## src/rtl/multiplier_seq.sv

```systemverilog
// Sequential shift-and-add multiplier: one partial product per clock, unsigned or
// two's-complement operands, start/busy/done handshake with a held registered product.
module multiplier_seq #(
  parameter int unsigned p_width = 6
) (
  input  logic                   i_w_clk,
  input  logic                   i_w_reset,
  input  logic                   i_w_start,
  input  logic                   i_w_signed,
  input  logic [p_width-1:0]     i_w_a,
  input  logic [p_width-1:0]     i_w_b,
  output logic [2*p_width-1:0]   o_w_p,
  output logic                   o_w_busy,
  output logic                   o_w_done
);

  localparam int unsigned PW = 2 * p_width;
  localparam int unsigned CW = $clog2(p_width) + 1;

  typedef enum logic [1:0] {
    IDLE = 2'd0,
    RUN  = 2'd1,
    DONE = 2'd2
  } state_t;

  state_t             state;
  state_t             state_nxt;
  logic [PW-1:0]      mcand;
  logic [p_width-1:0] mplier;
  logic [PW-1:0]      acc;
  logic [CW-1:0]      cnt;
  logic               neg;

  logic               accept_c;
  logic               last_c;
  logic [p_width-1:0] mag_a_c;
  logic [p_width-1:0] mag_b_c;
  logic [PW-1:0]      acc_sum_c;
  logic [PW-1:0]      prod_c;

  // Operand magnitudes; the most-negative value maps cleanly onto 2^(p_width-1).
  always_comb begin
    mag_a_c = i_w_a;
    mag_b_c = i_w_b;
    if (i_w_signed && i_w_a[p_width-1]) mag_a_c = -i_w_a;
    if (i_w_signed && i_w_b[p_width-1]) mag_b_c = -i_w_b;
  end

  // Accumulator including the current partial product, plus the sign-corrected result.
  always_comb begin
    accept_c  = i_w_start && (state != RUN);
    last_c    = (cnt == CW'(p_width - 1));
    acc_sum_c = acc + (mplier[0] ? mcand : '0);
    prod_c    = neg ? -acc_sum_c : acc_sum_c;
  end

  // Next-state logic.
  always_comb begin
    state_nxt = state;
    case (state)
      IDLE:    if (i_w_start) state_nxt = RUN;
      RUN:     if (last_c)    state_nxt = DONE;
      DONE:    state_nxt = i_w_start ? RUN : IDLE;
      default: state_nxt = IDLE;
    endcase
  end

  // State register and handshake flags, derived from the next state so they stay registered.
  always_ff @(posedge i_w_clk) begin
    if (i_w_reset) begin
      state    <= IDLE;
      o_w_busy <= 1'b0;
      o_w_done <= 1'b0;
    end else begin
      state    <= state_nxt;
      o_w_busy <= (state_nxt == RUN);
      o_w_done <= (state_nxt == DONE);
    end
  end

  // Datapath: latch on accept, iterate in RUN, publish the product on the last iteration.
  always_ff @(posedge i_w_clk) begin
    if (i_w_reset) begin
      mcand  <= '0;
      mplier <= '0;
      acc    <= '0;
      cnt    <= '0;
      neg    <= 1'b0;
      o_w_p  <= '0;
    end else if (accept_c) begin
      mcand  <= PW'(mag_a_c);
      mplier <= mag_b_c;
      acc    <= '0;
      cnt    <= '0;
      neg    <= i_w_signed && (i_w_a[p_width-1] ^ i_w_b[p_width-1]);
    end else if (state == RUN) begin
      acc    <= acc_sum_c;
      mcand  <= mcand << 1;
      mplier <= mplier >> 1;
      cnt    <= cnt + CW'(1);
      if (last_c) o_w_p <= prod_c;
    end
  end

endmodule

```

## config.mk

```make
export PLATFORM = sky130hd
export DESIGN_NAME = multiplier_seq
export DESIGN_NICKNAME = d
export VERILOG_FILES = /design/src/rtl/multiplier_seq.sv
export SDC_FILE = /design/constraint.sdc
export NUM_CORES = 1
export LEC_CHECK = 0
export CORE_ASPECT_RATIO = 2
export CORE_UTILIZATION = 50
export DETAILED_ROUTE_END_ITERATION = 16
export DONT_BUFFER_PORTS = 1
export PLACE_DENSITY_LB_ADDON = 0.1
export RECOVER_POWER = 50
export SETUP_SLACK_MARGIN = 0.15
export SYNTH_ARGS = -nofsm -noshare
export SYNTH_HDL_FRONTEND = slang
export SYNTH_SLANG_ARGS = --single-unit
export TNS_END_PERCENT = 100
```

## constraint.sdc

```tcl
create_clock -name i_w_clk -period 3 [get_ports i_w_clk]
set_input_delay 0.15 -clock i_w_clk [delete_from_list [all_inputs] [get_ports i_w_clk]]
set_output_delay 0.15 -clock i_w_clk [all_outputs]
set_load 0.02 [all_outputs]
```

==> impl_metrics.csv <==
group,metric,value,unit
status,status,"complete, but fails checks",
status,violations,"design-rule violations",
floorplan,rows,39,
global_routing,antenna_found_initial,0,
clocking,clkTransAtPathRegs,70,ps
sta,max_freq,0.351,GHz
power,peakVddDrop,0.362,mV
synth,synth-seq-cells,51,
critical_path,end_kind,"flip-flop",
synth,ys_top_cells_by_area,"dfxtp_1, ha_1, nor2_1",
clocking,cts_num_sinks,51,
finish,synthToLayoutAreaGrowth,17.7,%
sta,setup_viol,0,
critical_path,crit_path_max_fanout,4,
finish,fin_area,3550,µm²
power,power,1.50,mW
critical_path,worst-setup-path-type,"reg -> reg",
detailed_routing,drc_errors,4,
synth,async_flop_share,0,%
detailed_routing,ant_nets,0,
critical_path,worstPathArrival,3050,ps
synth,ys.flop_type,"dfxtp_1",
detailed_routing,dr.pass1.iters,10,
finish,layout_common_cells,"nor2_1, dfxtp_1, nand2_1",
placed_design,placedCellCount,432,
power,swShare,26.2,%
min_path,holdCritPathClass,"in -> reg",
power,clock_power_share,37.5,%
sta,slew_viol_final,0,
global_routing,track_usage,23.0,%
sta,relSlewSlack,35.4,%
global_routing,grt_max_degree,46,
finish,final.fill_count,566,
floorplan,dieArea,6370,µm²
sta,fin_tns_setup,0,ps
finish,layout-drive-gt1-share,12.1,%
floorplan,pin_count,30,
critical_path,cp.required,3200,ps
finish,regArea,1020,µm²
floorplan,die_w,56.9,µm
finish,final_nets,436,
synth,syn_inst,381,
synth,synth_top_cell_by_area,"dfxtp_1",
power,pwr-share-seq,47.7,%
sta,post-route-period-util,95.1,%
synth,yosysWarnings,0,
sta,worst_slew_pin_slew,970,ps
finish,multiInputGateArea,1930,µm²
power,p_per_area,424,nW/µm²
synth,synth.avg_cell_area,7.92,µm²
detailed_routing,avgRoutedWirePerCell,14.4,µm
floorplan,start_util,52.4,%
sta,finClkSkew,3.28,ps
synth,ys_seq_area_share,33.8,%
placed_design,gp_congestion,0.814,
clocking,root_buffer,"clkbuf_16",
detailed_routing,via_per_inst,5.75,
detailed_routing,drtIter0Drc,86,
floorplan,fp.coreArea,5760,µm²
sta,period_needed,2850,ps
power,p_int,1.11,mW
placed_design,dpl.hpwl,4.80,mm
flow_run,cap_viol_max_count,0,
power,combinationalPowerShare,14.9,%
finish,antenna_cells,0,
clocking,cts_tree,"built",
sta,hold_viol,0,
clocking,clk_latency,300,ps
critical_path,setup.worst_path.start_class,"flip-flop",
global_routing,first_global_vias,2662,
placed_design,placed_cell_area,3070,µm²
finish,finalNonFillerCells,465,
clocking,cts_buffers,5,
detailed_routing,drt-total-wl,6.68,mm
global_routing,grt_pass1_wl,11.5,mm
floorplan,fp.dieH,112,µm
sta,rsz0062_at_grt,"true",
synth,synth_nets,414,
power,p_leak,1.41,nW
synth,synth_area,3020,µm²
global_routing,gr-total-overflow,0,
power,p_sw,394,µW
synth,ys_types,52,
clocking,clock_path_buffers,2,
sta,hold_slack,66.6,ps
placed_design,port_buffers,0,
finish,layout.cells.most_common,"nor2_1",
clocking,cts_max_level,2,
detailed_routing,vias,2674,
synth,synth-edff-count,0,
synth,synth_top_area_share,33.8,%
## kinds of logic (layout without fill, tap and decap cells)
kind of cell    Yosys count  after routing  share of synthesized area (%)
simple gates            158            158                           24.7
fa+ha+maj                17             17                           7.29
mux                       2              2                          0.663
xor+xnor                 25             25                           7.25
compound gates           93             93                           20.7
buf+inv                  35             58                           5.59
flops                    51             51                           33.8
## stage by stage
| step | utilization (%) | setup WS, ps |
|---|---|---|
| floorplan | - | 162 |
| global placement | 53.4 | 163 |
| detailed placement | 53.4 | 71.3 |
| CTS | 60.1 | 155 |
| global route | 61.7 | 40.0 |
| finish | 61.7 | 147 |
## critical path, stage by stage (launching register included)
cell       delay (ps)
dfxtp_1           360
and2_4            160
ha_4              120
inv_1              40
fa_1              420
nor2b_4           150
o2111ai_2         160
nand3b_1          160
xor2_2            110
or4_4             550
o41ai_4           230
xnor2_1           110
a21o_1            180
## registers in the layout, indices dropped and copies added, names as in the netlist
signal / count
o_w_p: 12
acc: 12
neg: 1
state: 2
o_w_done: 1
o_w_busy: 1
cnt: 4
mplier: 6
mcand: 12
## area by class of cell
class	count	area share, %
multi-input cells	295	54.3
repair buffers	38	9.48
inverters	12	1.27
clock inverters	2	0.352
clock buffers	6	3.63
well taps	61	2.15
flip-flops and latches	51	28.8
## layer usage
layer	routed length [µm]	vias to the layer above	global-route usage, %
li1	-	1377	-
met1	2570	1242	22.5
met2	3760	39	43.5
met3	155	16	4.41
met4	194	0	12.2
met5	0	-	0
## cells in the mapped netlist, types with 7 or more instances
| library cell | instances |
|---|---|
| a211oi_1 | 16 |
| a21oi_1 | 32 |
| a311oi_1 | 7 |
| dfxtp_1 | 51 |
| nor2_1 | 51 |
| and2_1 | 11 |
| nor3_1 | 13 |
| clkbuf_1 | 14 |
| nand3_1 | 9 |
| o21ai_0 | 15 |
| nand2_1 | 44 |
| inv_1 | 12 |
| ha_1 | 16 |
| xor2_1 | 12 |
| xnor2_1 | 13 |
## power by group through the flow
stage | Clock [mW] | Combinational [mW] | Sequential [mW]
after global routing | 0.608 | 0.249 | 0.720
final | 0.564 | 0.224 | 0.718
after CTS | 0.576 | 0.220 | 0.718
after detailed placement | 0 | 0.193 | 0.733
after global placement | 0 | 0.190 | 0.732
after floorplan | 0 | 0.159 | 0.726
## worst paths after layout
path,from,to,slack (ps),cells past startpoint
setup reg to reg,mcand[0],o_w_p[11],150,12
hold reg to reg,acc[6],acc[6],460,2
hold / removal,i_w_reset,o_w_p[11],70,2
setup / recovery,mcand[0],o_w_p[11],150,12
## repair_timing
| action | CTS | global route |
|---|---|---|
| setup buffers | 1 | 2 |
| pin swaps | 0 | 3 |
| hold buffers | 22 | 0 |
| endpoints found under the setup margin | 3 | 6 |
| hold endpoints to repair | 28 | 0 |
| resized for setup | 4 | 17 |
Power figures use the tool's default switching activity.
